### config.mk
export PLATFORM = sky130hd
export DESIGN_NAME = mmio_peripherals
export DESIGN_NICKNAME = d
export VERILOG_FILES = /design/src/rtl/mmio_peripherals_pkg.sv /design/src/rtl/mmio_peripherals_photores_debouncer.sv /design/src/rtl/mmio_peripherals.sv
export SDC_FILE = /design/constraint.sdc
export NUM_CORES = 1
export LEC_CHECK = 0
export CAP_MARGIN = 20
export CORE_MARGIN = 8
export CORE_UTILIZATION = 40
export CTS_BUF_LIST = sky130_fd_sc_hd__clkbuf_8
export DETAILED_ROUTE_END_ITERATION = 10
export PLACE_DENSITY_LB_ADDON = 0.3
export SLEW_MARGIN = 0
export SYNTH_ARGS = -nofsm -noshare
export SYNTH_HDL_FRONTEND = slang
export SYNTH_SLANG_ARGS = --single-unit
### constraint.sdc
create_clock -name clock -period 2.1 [get_ports clock]
set_clock_uncertainty 0.15 [all_clocks]
set_input_delay 0.42 -clock clock [delete_from_list [all_inputs] [get_ports clock]]
set_output_delay 0.42 -clock clock [all_outputs]
set_load 0.01 [all_outputs]
### src/rtl/mmio_peripherals_pkg.sv
// Shared definitions for the MMIO peripheral block: register offsets,
// control/status layouts and the default window base.
package mmio_peripherals_pkg;

  localparam logic [31:0] DEFAULT_BASE_ADDRESS = 32'h0000_1000;

  localparam logic [31:0] OFF_LED    = 32'h00;
  localparam logic [31:0] OFF_PHOTO  = 32'h04;
  localparam logic [31:0] OFF_TIMER  = 32'h08;
  localparam logic [31:0] OFF_CMP    = 32'h0C;
  localparam logic [31:0] OFF_CTRL   = 32'h10;
  localparam logic [31:0] OFF_STATUS = 32'h14;
  localparam logic [31:0] MMIO_SPAN  = 32'h18;

  localparam int CTRL_TIMER_EN_BIT = 0;
  localparam int CTRL_IRQ_EN_BIT   = 1;
  localparam int STATUS_MATCH_BIT  = 0;
  localparam int STATUS_EDGE_LSB   = 1;

  typedef struct packed {
    logic irq_en;
    logic timer_en;
  } ctrl_t;

  typedef struct packed {
    logic [1:0] photo_edge;
    logic       match;
  } status_t;

endpackage

### src/rtl/mmio_peripherals_photores_debouncer.sv
// Two-flop synchronizer followed by a stable-count debouncer for one
// photoresistor bit; 'changed' is high on the edge that flips 'debounced'.
module photores_debouncer #(
  parameter int DEBOUNCE_CYCLES = 16
) (
  input  logic clock,
  input  logic reset_n,
  input  logic raw,
  output logic debounced,
  output logic changed
);

  localparam int COUNT_W = $clog2(DEBOUNCE_CYCLES + 1);
  localparam logic [COUNT_W-1:0] COUNT_LAST = COUNT_W'(DEBOUNCE_CYCLES - 1);

  logic               sync_ff1;
  logic               sync_ff2;
  logic [COUNT_W-1:0] count;

  // Holding COUNT_LAST while still different means this edge is the
  // DEBOUNCE_CYCLES-th stable cycle, so the counter would reach the limit now.
  assign changed = (sync_ff2 != debounced) && (count == COUNT_LAST);

  always_ff @(posedge clock or negedge reset_n) begin
    if (!reset_n) begin
      sync_ff1  <= 1'b0;
      sync_ff2  <= 1'b0;
      count     <= '0;
      debounced <= 1'b0;
    end else begin
      sync_ff1 <= raw;
      sync_ff2 <= sync_ff1;
      if (sync_ff2 == debounced) begin
        count <= '0;
      end else if (changed) begin
        debounced <= sync_ff2;
        count     <= '0;
      end else begin
        count <= count + 1'b1;
      end
    end
  end

endmodule

### src/rtl/mmio_peripherals.sv
// MMIO slave holding the LED register, debounced photoresistor inputs and a
// free-running timer with compare/match interrupt.
module mmio_peripherals
  import mmio_peripherals_pkg::*;
#(
  parameter logic [31:0] BASE_ADDRESS    = DEFAULT_BASE_ADDRESS,
  parameter int          DEBOUNCE_CYCLES = 16,
  parameter int          LED_WIDTH       = 5
) (
  input  logic                 clock,
  input  logic                 reset_n,
  input  logic [31:0]          address,
  input  logic [31:0]          write_data,
  input  logic                 mem_write,
  input  logic                 mem_read,
  output logic                 ready,
  output logic [31:0]          read_data,
  output logic                 access_error,
  input  logic [1:0]           photores,
  output logic [LED_WIDTH-1:0] led,
  output logic                 timer_irq
);

  // Handshake: a request is any cycle with mem_read or mem_write high; ready
  // pulses exactly one cycle later with no back-pressure, read_data is valid
  // while ready is high, and a combined read+write performs only the write.
  logic [31:0]          offset;
  logic [31:0]          word_off;
  logic                 mapped;
  logic                 request;
  logic                 do_write;
  logic                 do_read;
  logic [2:0]           status_clear;
  logic [31:0]          read_value;
  logic [LED_WIDTH-1:0] led_q;
  logic [31:0]          timer_q;
  logic [31:0]          cmp_q;
  ctrl_t                ctrl_q;
  status_t              status_q;
  logic [1:0]           photo_deb;
  logic [1:0]           photo_change;

  // Addresses below the base wrap to huge offsets and fall out of the window.
  assign offset       = address - BASE_ADDRESS;
  assign word_off     = offset & 32'hFFFF_FFFC;
  assign mapped       = offset < MMIO_SPAN;
  assign request      = mem_read | mem_write;
  assign do_write     = mem_write & mapped;
  assign do_read      = mem_read & ~mem_write;
  assign status_clear = (do_write && word_off == OFF_STATUS) ? write_data[2:0] : 3'b000;

  for (genvar b = 0; b < 2; b++) begin : g_photo
    photores_debouncer #(
      .DEBOUNCE_CYCLES(DEBOUNCE_CYCLES)
    ) u_debouncer (
      .clock    (clock),
      .reset_n  (reset_n),
      .raw      (photores[b]),
      .debounced(photo_deb[b]),
      .changed  (photo_change[b])
    );
  end

  always_comb begin
    read_value = '0;
    case (word_off)
      OFF_LED:    read_value[LED_WIDTH-1:0] = led_q;
      OFF_PHOTO:  read_value[1:0]           = photo_deb;
      OFF_TIMER:  read_value                = timer_q;
      OFF_CMP:    read_value                = cmp_q;
      OFF_CTRL:   read_value[1:0]           = ctrl_q;
      OFF_STATUS: read_value[2:0]           = status_q;
      default:    read_value                = '0;
    endcase
  end

  always_ff @(posedge clock or negedge reset_n) begin
    if (!reset_n) begin
      ready        <= 1'b0;
      read_data    <= '0;
      access_error <= 1'b0;
      led_q        <= '0;
      timer_q      <= '0;
      cmp_q        <= '0;
      ctrl_q       <= '0;
      status_q     <= '0;
    end else begin
      ready        <= request;
      access_error <= request & ~mapped;
      if (do_read) read_data <= read_value;

      if (do_write) begin
        case (word_off)
          OFF_LED:  led_q  <= write_data[LED_WIDTH-1:0];
          OFF_CMP:  cmp_q  <= write_data;
          OFF_CTRL: ctrl_q <= ctrl_t'(write_data[1:0]);
          default:  ;
        endcase
      end

      // A CPU load of the count takes priority over the increment.
      if (do_write && word_off == OFF_TIMER) timer_q <= write_data;
      else if (ctrl_q.timer_en)              timer_q <= timer_q + 32'd1;

      // Set events win over a simultaneous write-one-to-clear.
      status_q.match <= (status_q.match & ~status_clear[STATUS_MATCH_BIT])
                        | (timer_q == cmp_q);
      status_q.photo_edge <= (status_q.photo_edge & ~status_clear[STATUS_EDGE_LSB +: 2])
                             | photo_change;
    end
  end

  assign led       = ~led_q;
  assign timer_irq = status_q.match & ctrl_q.irq_en;

endmodule
# Word level (Yosys, flattened, before mapping)
# Index checks and enable logic that the tools add are counted.
# word_totals
register_bits	124
input_bits	70
output_inout_bits	40
word_cells	73
# op_classes
addsub	4
n_lt_le_gt_ge	1
eq_ne	12
mux	11
n_bitwise	16
n_reduce_logical	11
# ops
operator	count
two-way mux 32 bit	2
== test 30 x 2 -> 1 bit, second input constant	2
== test 30 x 3 -> 1 bit, second input constant	2
case mux 27 bit (2 select lines)	1
adder 32 x 1 -> 32 bit, second input constant	1
== test 32 bit	1
zero test 32 bit	1
< comparator 32 x 5 -> 1 bit, second input constant	1
subtractor 32 x 13 -> 32 bit, second input constant	1
== test 30 x 1 -> 1 bit, second input constant	1
two-way mux 5 bit	4
case mux 2 bit (6 select lines)	1
adder 5 x 1 -> 5 bit, second input constant	2
== test 5 x 4 -> 1 bit, second input constant	2
AND reduction 2 bit	5
case mux 2 bit (3 select lines)	1
AND 1 bit	5
NOT 1 bit	5
NOT 5 bit	1
logical AND 1 bit	4
case mux 1 bit (4 select lines)	1
two-way mux 3 bit	1
AND 2 bit	1
== test 1 bit	2
other kinds (5)	7

# Longest topological paths before layout
# logic_depth
depth_word	8
mapped_depth	7

# Cells and area by module
# From an unflattened synthesis, not the netlist that was laid out.
# hier_totals
cells_unflattened	565
hier_area_um2	6480.0
# by_module_without_submodules
module	instances	cells_each	area_each_um2	seq_area_each_um2
mmio_peripherals	1	515	5834.3	2702.6
photores_debouncer	2	25	322.8	200.2

# Worst setup path before layout
# No wires, ideal clock.
# synth_path
path_kind	input port to flip-flop
startpoint	in address[16]
endpoint	reg cmp_q[0]
setup_time_ps	128
arrival_ps	2472
setup_slack_ps	-649
stages	7
n_path_buf	2
cell_sequence	or4_4 or4_1 buf_2 nor3_4 nand3_2 buf_2 mux2_1
# synth_via
elab_chain_cells	4
# synth_rtl
item	line_no	source
start, declared	mmio_peripherals.sv:12	input logic [31:0] address,
subtractor 32 x 13 -> 32 bit (*)	mmio_peripherals.sv:44	assign offset = address - BASE_ADDRESS;
< comparator 32 x 5 -> 1 bit	mmio_peripherals.sv:46	assign mapped = offset < MMIO_SPAN;
AND 1 bit	mmio_peripherals.sv:48	assign do_write = mem_write & mapped;
AND reduction 2 bit (no source line) (*)	--	
end signal, assigned	mmio_peripherals.sv:95	OFF_CMP: cmp_q <= write_data;
end, declared	mmio_peripherals.sv:37	logic [31:0] cmp_q;
# Mark *: on every way between the ends. The rest lies on a longest branch, timed or not.
# A chain may end at the register's enable or synchronous reset.

# Final worst setup path
# layout_path
startpoint	in address[11]
endpoint	reg cmp_q[5]
# Same word-level chain as after synthesis.

==> flow_summary.rst <==
.. list-table::
   :header-rows: 1

   * - Metric
     - Value
   * - Cell family with the largest share of critical-path delay
     - simple AND/OR/NAND/NOR gates
   * - Critical path class
     - primary input to register
   * - Min-Delay Path Class
     - register to register
   * - Maximum number of pins on one net before global-route repair
     - 41
   * - Wire length per cell after detailed routing
     - 19.56 µm
   * - GRT Util Overall
     - 0.1857
   * - Crit path launch
     - address[11]
   * - Buffer cell driving the clock tree root
     - sky130_fd_sc_hd__clkbuf_8
   * - Time the worst path needs with I/O delays and setup
     - 2.363 ns
   * - Cell depth of the worst setup path
     - 7
   * - Final instance area
     - 8827 µm²
   * - Number of synthesized register bits
     - 124
   * - Vias in the first global route
     - 5431
   * - Worst reg2reg path depth
     - 6
   * - Row count
     - 45
   * - Maximum resistive drop on vdd
     - 333.6 µV
   * - Total DRC errors in the routed layout
     - 0
   * - Max Fclk
     - 423.2 MHz
   * - Vias after detailed routing
     - 5126
   * - Slack of the worst reg-to-reg path
     - -0.03 ns
   * - Category of the worst setup path launch point
     - primary input
   * - Slew at the pin with the worst max-slew slack
     - 0.5564 ns
   * - Routed vias/inst
     - 5.442
   * - Number of antenna violations at the first check in global routing
     - 0
   * - Core utilization of the finished layout
     - 0.5828
   * - Fin. Hold Viols
     - 0
   * - Antenna cells
     - 0
   * - End point of the critical path
     - cmp_q[5]
   * - Standard cell core area
     - 15150 µm²
   * - Reg2reg end
     - timer_q[23]
   * - CP Data Required Time
     - 2.27 ns
   * - Global-route wire length before repair
     - 28840 µm
   * - Wire length on met1
     - 7773 µm
   * - Avg Inst Size Synth
     - 10.89 µm²
   * - Crit path DAT
     - 2.54 ns
   * - Final critical-path setup slack
     - -0.2631 ns
   * - Master of the slowest instance on the critical path
     - sky130_fd_sc_hd__or4_4
   * - Number of nets in the layout
     - 816
   * - Highest routed layer
     - met4
   * - Critical path endpoint category
     - register
   * - Placed inst area
     - 8050 µm²
   * - H-tree depth
     - 4
   * - Total global routing overflow
     - 0
   * - Worst slew slack as a fraction of its limit
     - 0.6291
   * - Number of max-cap violations
     - 0
   * - Number of buffers created by CTS
     - 17
   * - Total I/O pin count
     - 110
   * - Cells after synthesis
     - 569
   * - Unrepaired setup endpoints after global routing
     - true
   * - Violated checks
     - setup timing
   * - Final period utilization
     - 1.125
   * - Place WS
     - -1.145 ns
   * - Remaining number of nets flagged by the antenna check after routing
     - 0
   * - WL met3
     - 1164 µm
   * - CTS max path bufs
     - 2
   * - Clock slew seen by the registers of the worst setup and hold paths
     - 0.07 ns
   * - Number of I/O port buffers
     - 107
   * - Post-synthesis cell area
     - 6195 µm²
   * - Setup violations, final
     - 104
   * - Worst reg2reg path startpoint
     - timer_q[8]
   * - Post-synth cell types
     - 42
   * - Chip Height
     - 140.4 µm
   * - Final weighted congestion in routability-driven placement
     - 0.8614
   * - Source-to-sink clock delay at the later pin of the worst-skew pair
     - 0.45 ns
   * - Initial core utilization
     - 0.4090
   * - Worst-case hold slack
     - 0.1990 ns
   * - Syn nets
     - 642
   * - Critical-path cell list
     - buf_6, or4b_4, or4_4, nor3_4, nand3_4, clkbuf_16, mux2_1
   * - TNS Setup
     - -18.31 ns
   * - Total of warnings raised by yosys
     - 0
   * - Count of buffer and inverter cells on the critical path
     - 2
   * - Run status
     - finished, violations left
   * - Die X-Extent
     - 140.4 µm
   * - Detailed placement HPWL
     - 12620 µm
   * - Sink Count
     - 124
   * - Wire length on met2
     - 9233 µm
   * - Largest fanout on the critical path
     - 16
   * - Count of TritonRoute iterations in the first routing pass
     - 5
   * - Die footprint
     - 19720 µm²
   * - Sequential-to-total area share from yosys stat
     - 0.5009
   * - Area added between synthesis and finish
     - 42.50%
   * - Peak per-stage delay on the critical path
     - 0.55 ns
   * - Violation count after the first detailed-route iteration
     - 366
   * - Fraction of layout cells with a size suffix above 1
     - 0.2865
   * - Leakage
     - 4.285 nW
   * - Final Slew Violations
     - 0
   * - TritonCTS clock tree
     - done
   * - Ratio of total power to cell area
     - 541.8 nW/µm²
   * - Sum of routed wire length over all layers
     - 18430 µm
-- worst reg2reg max path, delay by kind of cell (launching register included) --
family        cells  cell delay [ns]
buf+inv           1             0.20
xor+xnor          1             0.10
flops             1             0.36
simple gates      3             0.93
mux               1             0.27
-- worst min path at each step --
stage                               startpoint  slack [ns]                              end  cells after the start
4_1_cts        g_photo[0].u_debouncer.sync_ff1        0.20  g_photo[0].u_debouncer.sync_ff2                      0
3_5_place_dp   g_photo[0].u_debouncer.sync_ff1        0.19  g_photo[0].u_debouncer.sync_ff2                      0
2_1_floorplan                          reset_n       -0.03                     access_error                      0
3_3_place_gp   g_photo[0].u_debouncer.sync_ff1        0.18  g_photo[0].u_debouncer.sync_ff2                      0
5_1_grt        g_photo[0].u_debouncer.sync_ff1        0.20  g_photo[0].u_debouncer.sync_ff2                      0
6_report       g_photo[0].u_debouncer.sync_ff1        0.20  g_photo[0].u_debouncer.sync_ff2                      0
-- state kept, by name, summed over array words and instances (netlist names) --
register and cells:
timer_q 32, led_q 5, access_error 1, g_photo.u_debouncer.sync_ff1 2, g_photo.u_debouncer.debounced 2, status_q 3, ctrl_q 2, ready 1
g_photo.u_debouncer.sync_ff2 2, read_data 32, cmp_q 32, g_photo.u_debouncer.count 10
-- power breakdown --
| group | internal [mW] | switching (mW) |
|---|---|---|
| Clock | 1.12 | 0.939 |
| Combinational | 0.168 | 0.148 |
| Sequential | 2.40 | 0.00943 |
-- placed cells by master, fill, tap and decap left out, types with 5 or more instances in the layout --
cell type	count
sky130_fd_sc_hd__buf_2	5
sky130_fd_sc_hd__a22oi_2	9
sky130_fd_sc_hd__nor2_1	17
sky130_fd_sc_hd__xor2_1	54
sky130_fd_sc_hd__buf_12	11
sky130_fd_sc_hd__mux2_4	22
sky130_fd_sc_hd__nor3_1	17
sky130_fd_sc_hd__nand4_1	12
sky130_fd_sc_hd__xnor2_1	16
sky130_fd_sc_hd__nor4_1	16
sky130_fd_sc_hd__mux2_1	9
sky130_fd_sc_hd__buf_4	59
sky130_fd_sc_hd__inv_1	20
sky130_fd_sc_hd__nand2_1	47
sky130_fd_sc_hd__clkbuf_8	20
sky130_fd_sc_hd__buf_6	10
sky130_fd_sc_hd__o21ai_1	18
sky130_fd_sc_hd__o21ai_0	12
sky130_fd_sc_hd__clkdlybuf4s50_1	93
sky130_fd_sc_hd__mux2_2	44
sky130_fd_sc_hd__and4_1	5
sky130_fd_sc_hd__nand3_1	17
sky130_fd_sc_hd__a22oi_1	24
sky130_fd_sc_hd__dfrtp_1	124
-- per-layer routing --
layer  vias to the layer above  track usage
met5                         -            0
li1                       2378            -
met2                       138       0.3105
met4                         0      0.06571
met1                      2584       0.2268
met3                        26      0.04859
-- final cells by class --
cell class                 instances  area [µm²]
timing repair buffer             188        1882
fill                            1222        6319
sequential                       124        3103
multi-input combinational        395        3167
clock buffer                      20       275.3
inverter                          17       63.81
clock inverter                    10       101.3
tap                              188       235.2
-- stage by stage --
step	total power [mW]	std cells
after floorplan	2.512	569
after global placement	2.761	902
after detailed placement	2.772	902
after CTS	4.810	939
after global routing	4.953	942
final	4.782	942
-- cell usage after synthesis (all sizes together) --
cell	instances	share of area
and3	4	0.0040
and4	5	0.0071
a21o	2	0.0024
a31o	1	0.0014
a31oi	1	0.0010
or4b	1	0.0016
buf	8	0.0063
and2	1	0.0010
nand2	49	0.030
xnor2	16	0.023
a21oi	4	0.0032
or4	4	0.0055
nor4	19	0.019
nand3	21	0.018
ha	3	0.0061
a221oi	1	0.0014
dfrtp	124	0.50
o2bb2ai	1	0.0014
xor2	54	0.076
nor2	19	0.012
nand4b	1	0.0024
nand4	12	0.012
o21ai	32	0.026
nor3	23	0.021
o41ai	1	0.0014
o31a	1	0.0014
a22oi	33	0.040
inv	17	0.010
mux2i	3	0.0048
clkbuf	25	0.015
nor2b	2	0.0020
mux2	75	0.14
or3	2	0.0020
o22ai	3	0.0030
nand2b	1	0.0010
-- kinds of logic after synthesis --
group,after synthesis,share of synthesized area
AOI/OAI and AO/OA,80,0.08261
xor gates and xnor gates,70,0.09897
and+or+nand+nor,164,0.1386
buffers and inverters,50,0.03171
adders and majority gates,3,0.006060
DFF,124,0.5009
muxes,78,0.1412
-- timing repair --
action / CTS / global route
setup endpoints to repair: 107 / 107
pin swaps: 10 / 21
buffers inserted: 4 / 3
cloned: 2 / 1
hold buffers: 1 / 0
resized for setup: 52 / 70
endpoints found under the hold margin: 37 / 0
Note: power is estimated with default switching activity, not from simulation.
